**src/rtl/sipo_frame_ctrl.sv**
```systemverilog
// sipo_frame_ctrl: clear / shift / present sequencer for a SIPO chain.
// Counts N bit periods of DIV cycles, pulses the chain enable at the end
// of each period, then holds the frame under a valid/ready handshake.
// Optional feature macro: SIPO_FRAME_CTRL_PARITY_EN (even-parity bit check).
// Ports:
//   clk, rst (async, active-low)
//   start, abort                 frame request / cancel
//   serial_in                    serial line (also feeds the chain)
//   sr_clr, sr_en                chain clear and shift enable
//   busy, frame_valid            status and frame presentation
//   frame_ready                  consumer acceptance
//   bit_count                    data bits shifted so far
//   parity_err                   parity result (0 without the macro)
module sipo_frame_ctrl #(
    parameter int N   = 8,
    parameter int DIV = 4
) (
    input  logic                     clk,
    input  logic                     rst,
    input  logic                     start,
    input  logic                     abort,
    input  logic                     serial_in,
    output logic                     sr_clr,
    output logic                     sr_en,
    output logic                     busy,
    output logic                     frame_valid,
    input  logic                     frame_ready,
    output logic [$clog2(N+1)-1:0]   bit_count,
    output logic                     parity_err
);

    localparam int CW = $clog2(N + 1);
    localparam int DW = (DIV > 1) ? $clog2(DIV) : 1;

    localparam logic [DW-1:0] DIV_LAST = DW'(DIV - 1);
    localparam logic [CW-1:0] N_LAST   = CW'(N - 1);

`ifdef SIPO_FRAME_CTRL_PARITY_EN
    typedef enum logic [2:0] {
        IDLE, CLEAR, SHIFT, PARITY, DONE
    } state_t;
`else
    typedef enum logic [2:0] {
        IDLE, CLEAR, SHIFT, DONE
    } state_t;
`endif

    state_t        state;
    logic [DW-1:0] div;
    logic          div_wrap;

    assign div_wrap = (div == DIV_LAST);

    // Outputs are pure decodes of registered state and the divider.
    assign sr_clr      = (state == CLEAR);
    assign sr_en       = (state == SHIFT) && div_wrap;
    assign frame_valid = (state == DONE);

`ifdef SIPO_FRAME_CTRL_PARITY_EN
    assign busy = (state == CLEAR) || (state == SHIFT) ||
                  (state == PARITY);
`else
    assign busy = (state == CLEAR) || (state == SHIFT);
`endif

`ifdef SIPO_FRAME_CTRL_PARITY_EN
    logic par;

    always_ff @(posedge clk or negedge rst) begin
        if (!rst) begin
            state      <= IDLE;
            div        <= '0;
            bit_count  <= '0;
            par        <= 1'b0;
            parity_err <= 1'b0;
        end else if (abort && (state != IDLE)) begin
            state      <= IDLE;
            parity_err <= 1'b0;
        end else begin
            unique case (state)
                IDLE: begin
                    if (start) state <= CLEAR;
                end
                CLEAR: begin
                    bit_count  <= '0;
                    div        <= '0;
                    par        <= 1'b0;
                    parity_err <= 1'b0;
                    state      <= SHIFT;
                end
                SHIFT: begin
                    div <= div_wrap ? '0 : div + 1'b1;
                    if (div_wrap) begin
                        bit_count <= bit_count + 1'b1;
                        par       <= par ^ serial_in;
                        if (bit_count == N_LAST) state <= PARITY;
                    end
                end
                PARITY: begin
                    // One more bit period; the chain is not shifted.
                    div <= div_wrap ? '0 : div + 1'b1;
                    if (div_wrap) begin
                        parity_err <= par ^ serial_in;
                        state      <= DONE;
                    end
                end
                DONE: begin
                    if (frame_ready) state <= IDLE;
                end
                default: state <= IDLE;
            endcase
        end
    end
`else
    // Serial data only reaches the chain; nothing here consumes it.
    logic unused_serial;
    assign unused_serial = serial_in;
    assign parity_err    = 1'b0;

    always_ff @(posedge clk or negedge rst) begin
        if (!rst) begin
            state     <= IDLE;
            div       <= '0;
            bit_count <= '0;
        end else if (abort && (state != IDLE)) begin
            state <= IDLE;
        end else begin
            unique case (state)
                IDLE: begin
                    if (start) state <= CLEAR;
                end
                CLEAR: begin
                    bit_count <= '0;
                    div       <= '0;
                    state     <= SHIFT;
                end
                SHIFT: begin
                    div <= div_wrap ? '0 : div + 1'b1;
                    if (div_wrap) begin
                        bit_count <= bit_count + 1'b1;
                        if (bit_count == N_LAST) state <= DONE;
                    end
                end
                DONE: begin
                    if (frame_ready) state <= IDLE;
                end
                default: state <= IDLE;
            endcase
        end
    end
`endif

endmodule

```
**config.mk**
```make
export PLATFORM = sky130hd
export DESIGN_NAME = sipo_frame_ctrl
export DESIGN_NICKNAME = d
export VERILOG_FILES = /design/src/rtl/sipo_frame_ctrl.sv
export SDC_FILE = /design/constraint.sdc
export NUM_CORES = 1
export LEC_CHECK = 0
export ABC_AREA = 1
export BUFFER_PORTS_ARGS = -buffer_cell sky130_fd_sc_hd__buf_2
export CORE_AREA = 4 4 41 43
export CTS_CLUSTER_DIAMETER = 50
export DETAILED_ROUTE_END_ITERATION = 8
export DIE_AREA = 0 0 45 47
export PLACE_DENSITY = 0.62
export SYNTH_ARGS = -nofsm -noshare
export SYNTH_HDL_FRONTEND = slang
export SYNTH_SLANG_ARGS = --single-unit
```
**constraint.sdc**
```tcl
create_clock -name clk -period 1.37 [get_ports clk]
set_input_delay 0.0685 -clock clk [delete_from_list [all_inputs] [get_ports clk]]
set_output_delay 0.0685 -clock clk [all_outputs]
set_load 0.03 [all_outputs]
```
==> metrics.txt, run 1 <==
drt pass-1 iters 4; CTS Sinks 8; fraction of layout cells with a size suffix above 1 a little over two fifths; Synth cell types 20; I/O pins 15; hold_sp abort; max cap viols 0; # rows 13; Post-DP HPWL 876 µm; Hold Path End state[0]; critical register-to-register path startpoint state[1]; Yosys warning count 0; CP Launch Type register; Final Core Density 56.5%; Buffers & Inverters on Critical Path 2; CP max FO 4; CTS Buffer Depth 2; post-synthesis cell area ~540 µm²; final setup vio count 0; largest net degree at the start of global routing 9; Residual DRC 0; Syn Nets 81; Place WS -0.417 ps; first-pass GRT wire length 1970 µm; clk_lat worst skew 250 ps; CTS buffer count 3; Synth Instances 69; Final nets 104; leakage 0.411 nW; Fin. Hold Viols 0; Data arrival, critical path 1430 ps; vias in the first global route 506; ANT nets after route 0; Cell Chain, Critical Path buf_4 -> ha_1 -> nand2_1 -> nand2_1 -> inv_1 -> nand3_2 -> nand3_1 -> nand2_1; input/output buffers 12; initial antenna violation count 0; Tot GR Track Use 13.0%; DR vias/cell 4.84; Finished Cell Area 736 µm²; CP max stage delay 440 ps; number of DRC markers in iteration 0 7; CP max-delay cell dfrtp_2; Seq cells post-synth 8; clk slew on worst S/H paths 50 ps; final period utilization 94.2%; leading cell type in the layout, fill and taps excluded nand2_1; wire per inst roughly 11 µm; CTS tree done; Die Span X 45 µm; R2R depth 8; Syn Area/Cell 7.78 µm²; final worst path period need 1290 ps; clk root buf clkbuf_4; Crit Reg-Reg Endpoint state[0]; dpl cell area between 600 and 700 µm²; Overflow after GRT 0; Core ar. 1300 µm²; vias 508; Seq/Total Area, Yosys 37.3%; Hold Path Class input port to register; R2R Setup Slk 80 ps; Initial Util 41.3%; Top cell by count, worst path nand2_1; Slew Limit Fails 0; antenna cells 0; PwrDens about 2000 nW/µm²; final WL 1120 µm; hold path cells 4; gp weighted congestion ~0.76; fmax 0.775 GHz; height of the die 47 µm; Crit Path Category register to register; setup ws final 78.9 ps; crit end category register; outcome completed; H-Tree Depth 1; setup_tns 0 ps; family with the most delay on the worst path flip-flops; die area 2120 µm²; Worst Path Required 1510 ps; Peak supply drop about 1 mV; post-synthesis to final-layout area growth 37.1%; Setup Skew 1.26 ps; most frequent cells in the layout 17 x nand2_1, 11 x buf_2
area by class of cell:
class,instances,area (µm²)
flip-flops and latches,8,201
clock buffers,3,22.5
inverters,12,47.5
well taps,15,18.8
fillers,120,566
repair buffers,19,118
multi-input cells,48,328
registers in the layout, summed over array words and instances (netlist names):
register,cells
bit_count,4
div,2
state,2
kinds of logic after synthesis:
logic type               Yosys count  share of synthesized area, %
AND/OR/NAND/NOR                   33                          29.1
buffers and inverters             13                          9.79
AO/OA/AOI/OAI                      8                          9.09
flip-flops                         8                          37.3
adder cells (fa/ha/maj)            6                          14.0
other                              1                         0.699
worst max-delay path by stage:
stage / start / endpoint / slack (ps) / cells past startpoint
6_report: state[1] / state[0] / 80 / 8
5_1_grt: state[0] / sr_en / -3 / 5
4_1_cts: state[0] / sr_en / 6 / 5
3_5_place_dp: state[0] / bit_count[2] / -0.4 / 8
3_3_place_gp: state[0] / bit_count[0] / -8 / 8
2_1_floorplan: state[0] / bit_count[1] / 50 / 6
per-layer routing:
layer  GRT usage, %  wire, µm  vias to the layer above  part of all wire (%)
li1               -         -                      259                     -
met4           5.26        10                        0                  0.89
met5              0         0                        -                     0
met1           14.0       461                      240                    41
met3           5.75        48                        2                   4.3
met2           22.3       601                        7                    54
through the flow:
| step | std cells | hold WS [ps] | power [mW] |
|---|---|---|---|
| 2_1_floorplan | 69 | -227 | 0.985 |
| 4_1_cts | 103 | 144 | 1.40 |
| 3_5_place_dp | 98 | -74.7 | 1.16 |
| 5_1_grt | 105 | 169 | 1.61 |
| 6_report | 105 | 158 | 1.47 |
| 3_3_place_gp | 98 | -75.7 | 1.14 |
tightest hold or removal path: stages:
cell and delay, ps:
buf_2 90, o21ai_0 70, nand3_1 80, nand2_1 50
where the power goes:
| part | internal, mW | switching [mW] |
|---|---|---|
| logic | 0.383 | 0.568 |
| registers | 0.294 | 0.0509 |
| clock network | 0.0998 | 0.0736 |
| total | 0.776 | 0.693 |
cell usage after synthesis:
cell type / instances / area share (%)
o21a_1: 1 / 1.4
nor2_2: 1 / 1.2
buf_4: 1 / 1.4
nand2_1: 18 / 13
inv_1: 9 / 6.3
nor2_1: 2 / 1.4
nand3_1: 8 / 7.5
nand2_4: 1 / 2.1
o21ai_1: 1 / 0.93
o21ai_2: 1 / 1.6
inv_2: 3 / 2.1
nor2_4: 1 / 2.1
dfrtp_1: 8 / 37
o31ai_1: 1 / 1.4
a21oi_1: 2 / 1.9
conb_1: 1 / 0.70
nand4_1: 1 / 1.2
nand2_2: 1 / 1.2
ha_1: 6 / 14
o21ai_0: 2 / 1.9
repair_timing:
item / in CTS / in global routing
buffers inserted: 1 / 2
pin swaps: 0 / 0
hold buffers: 1 / 0
gates resized for setup: 4 / 9
endpoints found under the hold margin: 8 / 0
setup endpoints to repair: 3 / 8
(Power assumes the default switching activity.)
==> inputs of run 2 (changes only) <==
--- a/config.mk
+++ b/config.mk
@@ -7,11 +7,10 @@
 export LEC_CHECK = 0
 export ABC_AREA = 1
 export BUFFER_PORTS_ARGS = -buffer_cell sky130_fd_sc_hd__buf_2
-export CORE_AREA = 4 4 41 43
+export CORE_AREA = 2 2 39 41
 export CTS_CLUSTER_DIAMETER = 50
 export DETAILED_ROUTE_END_ITERATION = 8
-export DIE_AREA = 0 0 45 47
-export PLACE_DENSITY = 0.62
+export DIE_AREA = 0 0 41 43
 export SYNTH_ARGS = -nofsm -noshare
 export SYNTH_HDL_FRONTEND = slang
 export SYNTH_SLANG_ARGS = --single-unit
==> run 2 against run 1 <==
Design area is 1.5% lower. Clock power is 5% higher. Worst setup slack better by 4.8 ps. Largest power group unchanged. Final cell count is 0.95% lower.
==> metrics.txt, run 2 (synthesized netlist as in run 1, its figures left out) <==
antenna cells 0 (unchanged); CTS buffer count 3 (unchanged); largest net degree at the start of global routing 9 (unchanged); Die Span X 41 µm (was 45 µm); Crit Path Category register to output pin (was register to register); initial antenna violation count 0 (unchanged); Core ar. 1380 µm² (was 1300 µm²); number of flip-flops in the largest register 4 (unchanged); vias 504 (was 508); final hold slack 171 ps (was 158 ps); gp weighted congestion 0.745 (was 0.764); final period utilization 93.9% (was 94.2%); vias in the first global route 447 (was 506); Tot GR Track Use 15.8% (was 13.0%); Post-DP HPWL 819 µm (was 876 µm); input/output buffers 12 (unchanged); Worst Path Required 1300 ps (was 1510 ps); CP max FO 3 (was 4); Initial Util 38.8% (was 41.3%); Place WS 33.8 ps (was -0.417 ps); buffer count from post-CTS setup fixing 0 (was 1); CP Launch Type register (unchanged); ANT nets after route 0 (unchanged); Data arrival, critical path 1220 ps (was 1430 ps); Slew Limit Fails 0 (unchanged); die area 1760 µm² (was 2120 µm²); clk slew on worst S/H paths 50 ps (about the same); CTS tree done (unchanged); Final nets 102 (was 104); R2R Setup Slk 90 ps (was 80 ps); drt pass-1 iters 4 (unchanged); Residual DRC 0 (unchanged); final worst path period need 1290 ps (about the same); CTS Sinks 8 (unchanged); CTS Buffer Depth 2 (unchanged); setup_tns 0 ps (unchanged); # fillers 148 (was 120); setup ws final 83.7 ps (was 78.9 ps); Biggest register bit_count (unchanged); Setup Skew 4.17 ps (was 1.26 ps); crit end category output pin (was register); Regs by FF count bit_count (4), div (2), state (2) (unchanged); clk root buf clkbuf_4 (unchanged); final setup vio count 0 (unchanged); fraction of layout cells with a size suffix above 1 40.9% (was 42.2%); H-Tree Depth 1 (unchanged); max cap viols 0 (unchanged); DR vias/cell 4.85 (was 4.84); Fin. Hold Viols 0 (unchanged); fmax 0.777 GHz (was 0.775 GHz); Overflow after GRT 0 (unchanged); leakage 0.400 nW (was 0.411 nW); most frequent cells in the layout 17 x nand2_1, 11 x buf_2, 8 x dfrtp_1 (was 17 x nand2_1, 11 x buf_2); Peak supply drop 0.922 mV (was 0.988 mV); height of the die 43 µm (was 47 µm); leading cell type in the layout, fill and taps excluded nand2_1 (unchanged); # rows 14 (was 13); number of DRC markers in iteration 0 8 (was 7); post-synthesis to final-layout area growth 35.0% (was 37.1%); final WL 1130 µm (was 1120 µm); non-filler cells in the finished layout 104 (was 105); I/O pins 15 (unchanged); first-pass GRT wire length 1810 µm (was 1970 µm); wire per inst 10.9 µm (was 10.7 µm); Hold Path Class input port to register (unchanged); clk_lat worst skew 250 ps (about the same); cell count after placement 100 (was 98); outcome completed (unchanged); PwrDens 2060 nW/µm² (was 2000 nW/µm²)
[run 2: what timing repair did]
item,in CTS,in global routing
hold buffers,1,0
gates resized for setup,4,10
pin swaps,0,1
endpoints found under the hold margin,8,0
endpoints found under the setup margin,1,9
[run 2: path summary, 6_finish.rpt]
path                           from            to  depth (start not counted)
min                           abort      state[0]                          4
min reg2reg                  div[1]        div[1]                          2
max in group asynchronous       rst      state[0]                          2
max                        state[1]          busy                          3
max reg2reg                state[1]  bit_count[0]                          9
min in group asynchronous       rst  bit_count[2]                          2
[run 2: routing by layer]
| metal | global-route usage, % | part of all wire, % |
|---|---|---|
| met4 | 12.0 | 0.97 |
| met1 | 21.6 | 45 |
| met3 | 1.57 | 4.1 |
| met2 | 21.9 | 50 |
| met5 | 0 | 0 |
[run 2: where the power goes]
| group | leakage [nW] | switching, mW | total (mW) | internal (mW) |
|---|---|---|---|---|
| Clock | 0.0138 | 0.0820 | 0.182 | 0.100 |
| Sequential | 0.107 | 0.0443 | 0.336 | 0.291 |
| Combinational | 0.280 | 0.595 | 0.971 | 0.376 |
| Total | 0.400 | 0.721 | 1.49 | 0.768 |
[run 2: final cells by class]
type,instances,area [µm²],share of cell area [%]
multi-input combinational,48,332,45.8
inverter,12,47.5,6.56
timing repair buffer,17,103,14.2
clock buffer,3,22.5,3.11
sequential,8,200,27.6
tap,16,20.0,2.76
[run 2: through the flow]
step | total power [mW] | utilization (%) | cell area, µm²
3_5_place_dp | 1.20 | 47.1 | 652
3_3_place_gp | 1.19 | 47.1 | 652
6_report | 1.49 | 52.4 | 724
2_1_floorplan | 0.985 | - | 549
4_1_cts | 1.43 | 50.5 | 699
5_1_grt | 1.63 | 52.4 | 724
[run 2: worst max-delay path, stage by stage (launching register included)]
cell and delay (ps):
dfrtp_1 410, inv_2 80, ha_4 290, buf_2 190
==> inputs of run 3 (changes only) <==
==> constraint.sdc (replaced) <==
create_clock -name clk -period 1.37 [get_ports clk]
set_input_delay 0.137 -clock clk [delete_from_list [all_inputs] [get_ports clk]]
set_output_delay 0.137 -clock clk [all_outputs]
set_load 0.03 [all_outputs]
==> run 3 against run 2 <==
Die area is the same. Power down 0.38%. Combinational power hardly changed. Worst setup slack worse by 40 ps. Via count decreased by 3.4%. Critical path depth stayed put.
==> metrics.txt, run 3 (synthesized netlist as in run 1, its figures left out) <==
Biggest register bit_count (unchanged); CP max stage delay 410 ps (about the same); Final Core Density 53.2% (was 52.4%); wire per inst 10.3 µm (was 10.9 µm); R2R Setup Slk 110 ps (was 90 ps); PwrDens 2020 nW/µm² (was 2060 nW/µm²); crit path to busy (unchanged); die area 1760 µm² (unchanged); # rows 14 (unchanged); worst setup path start state[1] (unchanged); vias in the first global route 412 (was 447); crit end category output pin (unchanged); total power 1.48 mW (was 1.49 mW); Die Span X 41 µm (unchanged); number of DRC markers in iteration 0 17 (was 8); leakage 0.405 nW (was 0.400 nW); setup_tns 0 ps (unchanged); clk_lat worst skew 240 ps (was 250 ps); Residual DRC 0 (unchanged); leading cell type in the layout, fill and taps excluded nand2_1 (unchanged); final WL 1090 µm (was 1130 µm); R2R depth 9 (unchanged); fmax 0.754 GHz (was 0.777 GHz); clk root buf clkbuf_4 (unchanged); Cell Chain, Critical Path inv_2 -> ha_4 -> clkbuf_4 (was inv_2 -> ha_4 -> buf_2); Fin. Hold Viols 0 (unchanged); CTS Buffer Depth 2 (unchanged); max cap viols 0 (unchanged); CTS Sinks 8 (unchanged); Final nets 103 (was 102); Data arrival, critical path 1190 ps (was 1220 ps); Slew Limit Fails 0 (unchanged); Post-DP HPWL 813 µm (was 819 µm); critical register-to-register path startpoint state[1] (unchanged); Core ar. 1380 µm² (unchanged); drt pass-1 iters 4 (unchanged); post-synthesis to final-layout area growth 37.1% (was 35.0%); antenna cells 0 (unchanged); Overflow after GRT 0 (unchanged); non-filler cells in the finished layout 105 (was 104); Initial Util 38.8% (unchanged); outcome completed (unchanged); DR vias/cell 4.64 (was 4.85); input/output buffers 12 (unchanged); CP max-delay cell dfrtp_1 (unchanged); cell count after placement 100 (unchanged); final setup vio count 0 (unchanged); height of the die 43 µm (unchanged); CP Launch Type register (unchanged); fraction of layout cells with a size suffix above 1 38.2% (was 40.9%); CTS tree done (unchanged); Place WS 24.6 ps (was 33.8 ps); most frequent cells in the layout 17 x nand2_1, 10 x buf_2, 8 x nand3_1, 8 x dfrtp_1, 7 x inv_1 (was 17 x nand2_1, 11 x buf_2, 8 x dfrtp_1); Regs by FF count bit_count (4), div (2), state (2) (unchanged); CP max FO 3 (unchanged); gp weighted congestion 0.759 (was 0.745); first-pass GRT wire length 1680 µm (was 1810 µm); clk slew on worst S/H paths 50 ps (about the same); H-Tree Depth 1 (unchanged); number of flip-flops in the largest register 4 (unchanged); I/O pins 15 (unchanged); setup ws final 43.9 ps (was 83.7 ps); CTS buffer count 3 (unchanged); Peak supply drop 1.23 mV (was 0.922 mV); largest net degree at the start of global routing 9 (unchanged); ANT nets after route 0 (unchanged); final worst path period need 1330 ps (was 1290 ps); Setup Skew 4.94 ps (was 4.17 ps); Crit Reg-Reg Endpoint bit_count[0] (unchanged); Hold Path Class input port to register (unchanged); final period utilization 96.8% (was 93.9%); Crit Path Category register to output pin (unchanged); Worst Path Required 1230 ps (was 1300 ps); initial antenna violation count 0 (unchanged); vias 487 (was 504); Tot GR Track Use 14.6% (was 15.8%)
## run 3: worst min path at each step
| stage | startpoint | cells past startpoint | slack, ps | to |
|---|---|---|---|---|
| CTS | abort | 4 | 230 | state[0] |
| detailed placement | rst | 1 | -9 | bit_count[2] |
| floorplan | rst | 0 | -160 | bit_count[0] |
| global placement | rst | 1 | -10 | bit_count[2] |
| global route | abort | 4 | 260 | state[0] |
| finish | abort | 4 | 240 | state[0] |
## run 3: per-layer routing
metal | global-route usage, % | up-vias | wire length, µm
met5 | 0 | - | 0
met2 | 20.0 | 13 | 536
met1 | 20.8 | 215 | 493
met3 | 3.14 | 0 | 55
met4 | 8.00 | 0 | 0
li1 | - | 259 | -
## run 3: stage by stage
step                cell area (µm²)  hold WS, ps
floorplan                       549         -159
detailed placement              652        -9.23
global route                    736          256
finish                          736          242
global placement                652        -10.7
CTS                             709          232
## run 3: repair_timing
| action | 4_1_cts | 5_1_grt |
|---|---|---|
| setup endpoints to repair | 1 | 9 |
| setup buffers | 1 | 0 |
| gates resized for setup | 5 | 8 |
| hold buffers | 1 | 0 |
| hold endpoints to repair | 8 | 0 |
## run 3: report_power, final
group | total (mW) | switching (mW) | internal (mW)
Sequential | 0.347 | 0.0551 | 0.292
Clock | 0.169 | 0.0694 | 0.0995
Combinational | 0.968 | 0.571 | 0.397
Total | 1.48 | 0.695 | 0.788
## run 3: critical path, delay by kind of cell (launching register included)
| kind | cells | cell delay (ps) |
|---|---|---|
| buffers and inverters | 2 | 250 |
| flip-flops | 1 | 410 |
| adder cells (fa/ha/maj) | 1 | 280 |
## run 3: final cells by class
| class | count | area [µm²] |
|---|---|---|
| Clock buffer | 3 | 22.5 |
| Fill cell | 150 | 648 |
| Inverter | 12 | 47.5 |
| Multi-Input combinational cell | 48 | 329 |
| Sequential cell | 8 | 200 |
| Tap cell | 16 | 20.0 |
| Timing Repair Buffer | 18 | 116 |
